==> config.mk <==
export PLATFORM = sky130hd
export DESIGN_NAME = id_ex_stage_reg
export DESIGN_NICKNAME = d
export VERILOG_FILES = /design/src/rtl/id_ex_stage_reg.sv
export SDC_FILE = /design/constraint.sdc
export NUM_CORES = 1
export LEC_CHECK = 0
export ABC_AREA = 1
export CORE_MARGIN = 3
export CORE_UTILIZATION = 45
export DETAILED_ROUTE_END_ITERATION = 8
export PLACE_DENSITY = 0.86
export SLEW_MARGIN = 20
export SYNTH_ARGS = -nofsm -noshare
export SYNTH_HDL_FRONTEND = slang
export SYNTH_SLANG_ARGS = --single-unit
==> constraint.sdc <==
create_clock -name clk_i -period 3.2 [get_ports clk_i]
set_input_delay 0.64 -clock clk_i [delete_from_list [all_inputs] [get_ports clk_i]]
set_output_delay 0.64 -clock clk_i [all_outputs]
set_load 0.01 [all_outputs]
==> src/rtl/id_ex_stage_reg.sv <==
// rtl/id_ex_stage_reg.sv - ID/EX pipeline register with load-use hazard detection
module id_ex_stage_reg #(
    parameter int DATA_W = 32,
    parameter int CNT_W  = 16
) (
    input  logic              clk_i,
    input  logic              rst_i,
    input  logic              mem_stall_i,
    input  logic              flush_i,
    input  logic [4:0]        ID_rs1_i,
    input  logic [4:0]        ID_rs2_i,
    input  logic [4:0]        ID_rd_i,
    input  logic [DATA_W-1:0] ID_rs1data_i,
    input  logic [DATA_W-1:0] ID_rs2data_i,
    input  logic [DATA_W-1:0] ID_imm_i,
    input  logic [9:0]        ID_funct_i,
    input  logic [6:0]        ID_ctrl_i,
    output logic              stall_o,
    output logic [4:0]        EX_rs1_o,
    output logic [4:0]        EX_rs2_o,
    output logic [4:0]        EX_rd_o,
    output logic [DATA_W-1:0] EX_rs1data_o,
    output logic [DATA_W-1:0] EX_rs2data_o,
    output logic [DATA_W-1:0] EX_imm_o,
    output logic [9:0]        EX_funct_o,
    output logic [6:0]        EX_ctrl_o,
    output logic [CNT_W-1:0]  bubble_cnt_o
);

    // Control packing: {RegWrite, MemtoReg, MemRead, MemWrite, ALUOp[1:0], ALUSrc}
    localparam int MEMREAD_BIT = 4;

    logic ex_mem_read;
    logic rd_nonzero;
    logic rd_matches;
    logic load_bubble;
    logic cnt_sat;

    assign ex_mem_read = EX_ctrl_o[MEMREAD_BIT];
    assign rd_nonzero  = (EX_rd_o != 5'd0);
    assign rd_matches  = (EX_rd_o == ID_rs1_i) || (EX_rd_o == ID_rs2_i);
    assign stall_o     = ex_mem_read && rd_nonzero && rd_matches;

    assign load_bubble = stall_o || flush_i;
    assign cnt_sat     = (bubble_cnt_o == {CNT_W{1'b1}});

    // Bubbles clear the register indices too so EX forwarding never matches them.
    always_ff @(posedge clk_i or negedge rst_i) begin
        if (!rst_i) begin
            EX_rs1_o     <= '0;
            EX_rs2_o     <= '0;
            EX_rd_o      <= '0;
            EX_rs1data_o <= '0;
            EX_rs2data_o <= '0;
            EX_imm_o     <= '0;
            EX_funct_o   <= '0;
            EX_ctrl_o    <= '0;
        end else if (mem_stall_i) begin
            EX_rs1_o     <= EX_rs1_o;
            EX_rs2_o     <= EX_rs2_o;
            EX_rd_o      <= EX_rd_o;
            EX_rs1data_o <= EX_rs1data_o;
            EX_rs2data_o <= EX_rs2data_o;
            EX_imm_o     <= EX_imm_o;
            EX_funct_o   <= EX_funct_o;
            EX_ctrl_o    <= EX_ctrl_o;
        end else if (load_bubble) begin
            EX_rs1_o     <= '0;
            EX_rs2_o     <= '0;
            EX_rd_o      <= '0;
            EX_rs1data_o <= '0;
            EX_rs2data_o <= '0;
            EX_imm_o     <= '0;
            EX_funct_o   <= '0;
            EX_ctrl_o    <= '0;
        end else begin
            EX_rs1_o     <= ID_rs1_i;
            EX_rs2_o     <= ID_rs2_i;
            EX_rd_o      <= ID_rd_i;
            EX_rs1data_o <= ID_rs1data_i;
            EX_rs2data_o <= ID_rs2data_i;
            EX_imm_o     <= ID_imm_i;
            EX_funct_o   <= ID_funct_i;
            EX_ctrl_o    <= ID_ctrl_i;
        end
    end

    // Only load-use bubbles are counted; flush-only bubbles are not.
    always_ff @(posedge clk_i or negedge rst_i) begin
        if (!rst_i) begin
            bubble_cnt_o <= '0;
        end else if (!mem_stall_i && stall_o && !cnt_sat) begin
            bubble_cnt_o <= bubble_cnt_o + {{(CNT_W-1){1'b0}}, 1'b1};
        end
    end

endmodule

---- After elaboration in Yosys (flattened, before gate mapping) ----
Index checks and enable logic that the tools add are counted.
operators by class
  $add $sub $neg .......................... 1
  eq/ne operators ......................... 3
  mux-type cells .......................... 8
  reduce and logical (&&, ||, !) cells .... 9
operators with widths
  cell                                            number
  two-way mux 32 bit                              3
  adder 16 x 1 -> 16 bit (second input constant)  1
  == test 16 bit (second input constant)          1
  two-way mux 5 bit                               3
  == test 5 bit                                   2
  two-way mux 10 bit                              1
  two-way mux 7 bit                               1
  nonzero test 5 bit                              1
  logical AND 1 bit                               4
  logical NOT 1 bit                               2
  logical OR 1 bit                                2
word-level totals
  bits in registers ....................... 144
  bits of input ports ..................... 132
  output and inout bits ................... 145
  logic and storage cells ................. 30

---- Logic depth before layout (Yosys ltp) ----
Gate-level depths: netlist of run 1.
  depth after elaboration ................. 5
  mapped depth ............................ 11

---- Least setup slack after synthesis of run 1 ----
OpenSTA, ideal clock, no wires.
  path type ............................... in2out
  start ................................... in ID_rs1_i[4]
  end ..................................... out stall_o
  arrival time ............................ 1.153 ns
  data required time ...................... 2.560 ns
  slack ................................... 1.407 ns
  stages on the path ...................... 8
  path through ............................ inv_1 nand2_1 nand2_1 nor2_1 nand3_1 nand2_2 nand2_2 inv_1
on the way
  word-level cells in the longest chain between the ends .. 3
RTL lines
  what               RTL line  RTL
  start, declared    10        input logic [4:0] ID_rs1_i,
  == test 5 bit      41        assign rd_matches = (EX_rd_o == ID_rs1_i) || (EX_rd_o == ID_rs2_i);
  logical OR 1 bit   41
  logical AND 1 bit  42        assign stall_o = ex_mem_read && rd_nonzero && rd_matches;
  end, declared      18        output logic stall_o,
No other way between the ends.

---- Worst setup path in the final report of run 1 ----
Same ends and word-level chain as after synthesis.

==> results.cfg, run 1 <==
[cells_and_area]
regArea_um2 = 3600
diodes = 0
multi_input_area_um2 = 2280
design_area_um2 = 9670
post-route-util = 0.724
final_common_cell = nand2_1
final_cell_mix = 334 x nand2_1, 274 x clkdlybuf4s50_1, 144 x dfrtp_1
area_growth_pct = 56.2
drive_above_1_share = 0.0509
fin_nets = 1121
fill_cells = 973

[critical_path]
r2r_cells = 10
critPathMaxFanout = 3
path_class = input port to output port
r2r_end = EX_rs2data_o[19]
reg2reg_setup_slack_ps = 1280
reg2reg_from = EX_rd_o[1]
worstPathRequired_ps = 2560
worstPathArrival_ps = 2310
startpoint_type = input port
endpoint_kind = output port

[place]
gp_congestion = 0.910
io_buffers = 276
dp_hpwl_um = 12800
placed_cell_area_um2 = 9060

[status]
status = completed

[die]
rows = 42
die_width_um = 123
start_util = 0.464
core_area_um2 = 13300
num_io_pins = 277
die_area_um2 = 15200
die_h_um = 123

[route]
vias = 5833
drt_first_pass_iters = 4
drt-total-wl_um = 18600
wl_per_cell_um = 15.8
via_per_inst = 4.96
drt_iter0_drc = 353
drc = 0
ant_nets = 0

[synthesis]
syn_area_per_cell_um2 = 8.47
syn-num-nets = 864
ys_warn_count = 0
syn_area_um2 = 6190
ys_types = 25
yosysSeqAreaShare = 0.582
ys_ff_latch = 144
synthCells = 731

[clock_network]
clk_pin_slew_worst_paths_ps = 60
root_buffer = clkbuf_16
cts_tree = yes
insertion_delay_ps = 410
cts.sinks = 144
htreeDepth = 4
cts_hold_buf = 0
cts_resized = 0
post_cts_buffers = 0
clk_path_buf_depth = 2
cts_made_buffers = 17

[sta]
slew_violations = 0
worstMarginPinSlew_ps = 830
max_clock_freq_mhz = 339
finalSetupTns_ps = 0
slew_headroom = 0.447
rsz0062_at_grt = false
skew_ps = 6.64
hold_viol = 0
layout_min_cycle_time_ps = 2950
min_period_over_period = 0.923
setup-violations-final = 0

[flow_run]
maxCapViolations = 0

[grt]
track_usage = 0.249
grt_pass1_wl_um = 29300
grt_antenna_before_repair = 0
grt_pass1_vias = 5753
gr-total-overflow = 0
grt_max_degree = 124

[power_and_ir_drop]
p_per_area_nw_per_um2 = 503
p_leak_uw = 0.00434
max-vdd-ir-drop_v = 0.000351

[worst_hold_path]
hp-class = input port to async pin
[routing by layer]
metal | global-route usage | wire length [um] | up-vias
li1 | - | - | 2824
met1 | 0.301 | 7200 | 2734
met2 | 0.402 | 9060 | 232
met3 | 0.0883 | 1710 | 43
met4 | 0.110 | 591 | 0
met5 | 0 | 0 | -
[worst max path at each step]
stage	from	to	slack (ps)	cells after the start
after floorplan	ID_rs1_i[4]	stall_o	1410	8
after global placement	ID_rs1_i[4]	stall_o	300	10
after detailed placement	ID_rs1_i[3]	stall_o	260	10
after CTS	ID_rs1_i[4]	stall_o	240	10
after global routing	ID_rs1_i[3]	stall_o	130	10
final	ID_rs1_i[4]	stall_o	250	10
[through the flow]
stage	std cells	setup slack, ps	hold slack, ps	total power, uW
after global routing	1177	134	347	5090
final	1177	248	296	4860
after floorplan	731	1410	344	2350
after CTS	1177	242	324	4910
after global placement	1145	296	464	2900
after detailed placement	1145	256	473	2910
[sequential cells by signal, summed over array words and instances (netlist names)]
signal        cells
EX_ctrl_o         7
EX_funct_o       10
EX_imm_o         32
EX_rd_o           5
EX_rs1_o          5
EX_rs1data_o     32
EX_rs2_o          5
EX_rs2data_o     32
bubble_cnt_o     16
[worst max-delay path, cell delays in order]
cell             delay [ps]
clkdlybuf4s50_1         500
inv_1                    50
nand2_1                  50
nand2_1                  60
nor2_1                  120
nand3_1                 100
nand2_2                 110
nand2_2                  80
inv_1                    70
clkdlybuf4s50_1         530
[cell usage after synthesis, drive strengths merged]
| cell | instances | area (um2) |
|---|---|---|
| o21ai | 124 | 621 |
| nand3b | 2 | 15.0 |
| nand3 | 10 | 55.1 |
| nor3b | 1 | 7.51 |
| xnor2 | 8 | 70.1 |
| o22ai | 5 | 31.3 |
| dfrtp | 144 | 3600 |
| nor2 | 14 | 60.1 |
| clkbuf | 26 | 97.6 |
| nand4 | 4 | 31.3 |
| nor3 | 4 | 25.0 |
| inv | 25 | 93.8 |
| nand2 | 337 | 1270 |
| buf | 18 | 123 |
| ha | 1 | 12.5 |
| xor2 | 8 | 70.1 |
[logic make-up after synthesis]
logic type,share of synthesized area
AO/OA/AOI/OAI,0.105
XOR/XNOR,0.0226
adder cells (fa/ha/maj),0.00202
buffers and inverters,0.0507
flip-flops,0.582
AND/OR/NAND/NOR,0.237
[final cells by class]
| class | count | share of cell area |
|---|---|---|
| inverters | 25 | 0.00997 |
| flip-flops and latches | 144 | 0.373 |
| clock buffers | 23 | 0.0515 |
| clock inverters | 9 | 0.0109 |
| repair buffers | 282 | 0.297 |
| multi-input cells | 518 | 0.235 |
| well taps | 176 | 0.0228 |
[power breakdown]
part           internal (uW)  total (uW)  switching (uW)  leakage (uW)
combinational            460         830             370       0.00216
clock                   1250        1980             735      0.000287
sequential              1960        2050            91.5       0.00189
total                   3670        4860            1200       0.00434
Note: power is estimated with default switching activity, not from simulation.
==> run 2: changes to the inputs <==
--- a/config.mk
+++ b/config.mk
@@ -6,9 +6,11 @@
 export NUM_CORES = 1
 export LEC_CHECK = 0
 export ABC_AREA = 1
+export CAP_MARGIN = 20
 export CORE_MARGIN = 3
 export CORE_UTILIZATION = 45
 export DETAILED_ROUTE_END_ITERATION = 8
+export HOLD_SLACK_MARGIN = 0.08
 export PLACE_DENSITY = 0.86
 export SLEW_MARGIN = 20
 export SYNTH_ARGS = -nofsm -noshare
==> results of run 2 <==
Final layout, timing and power as in run 1 (identical DEF).
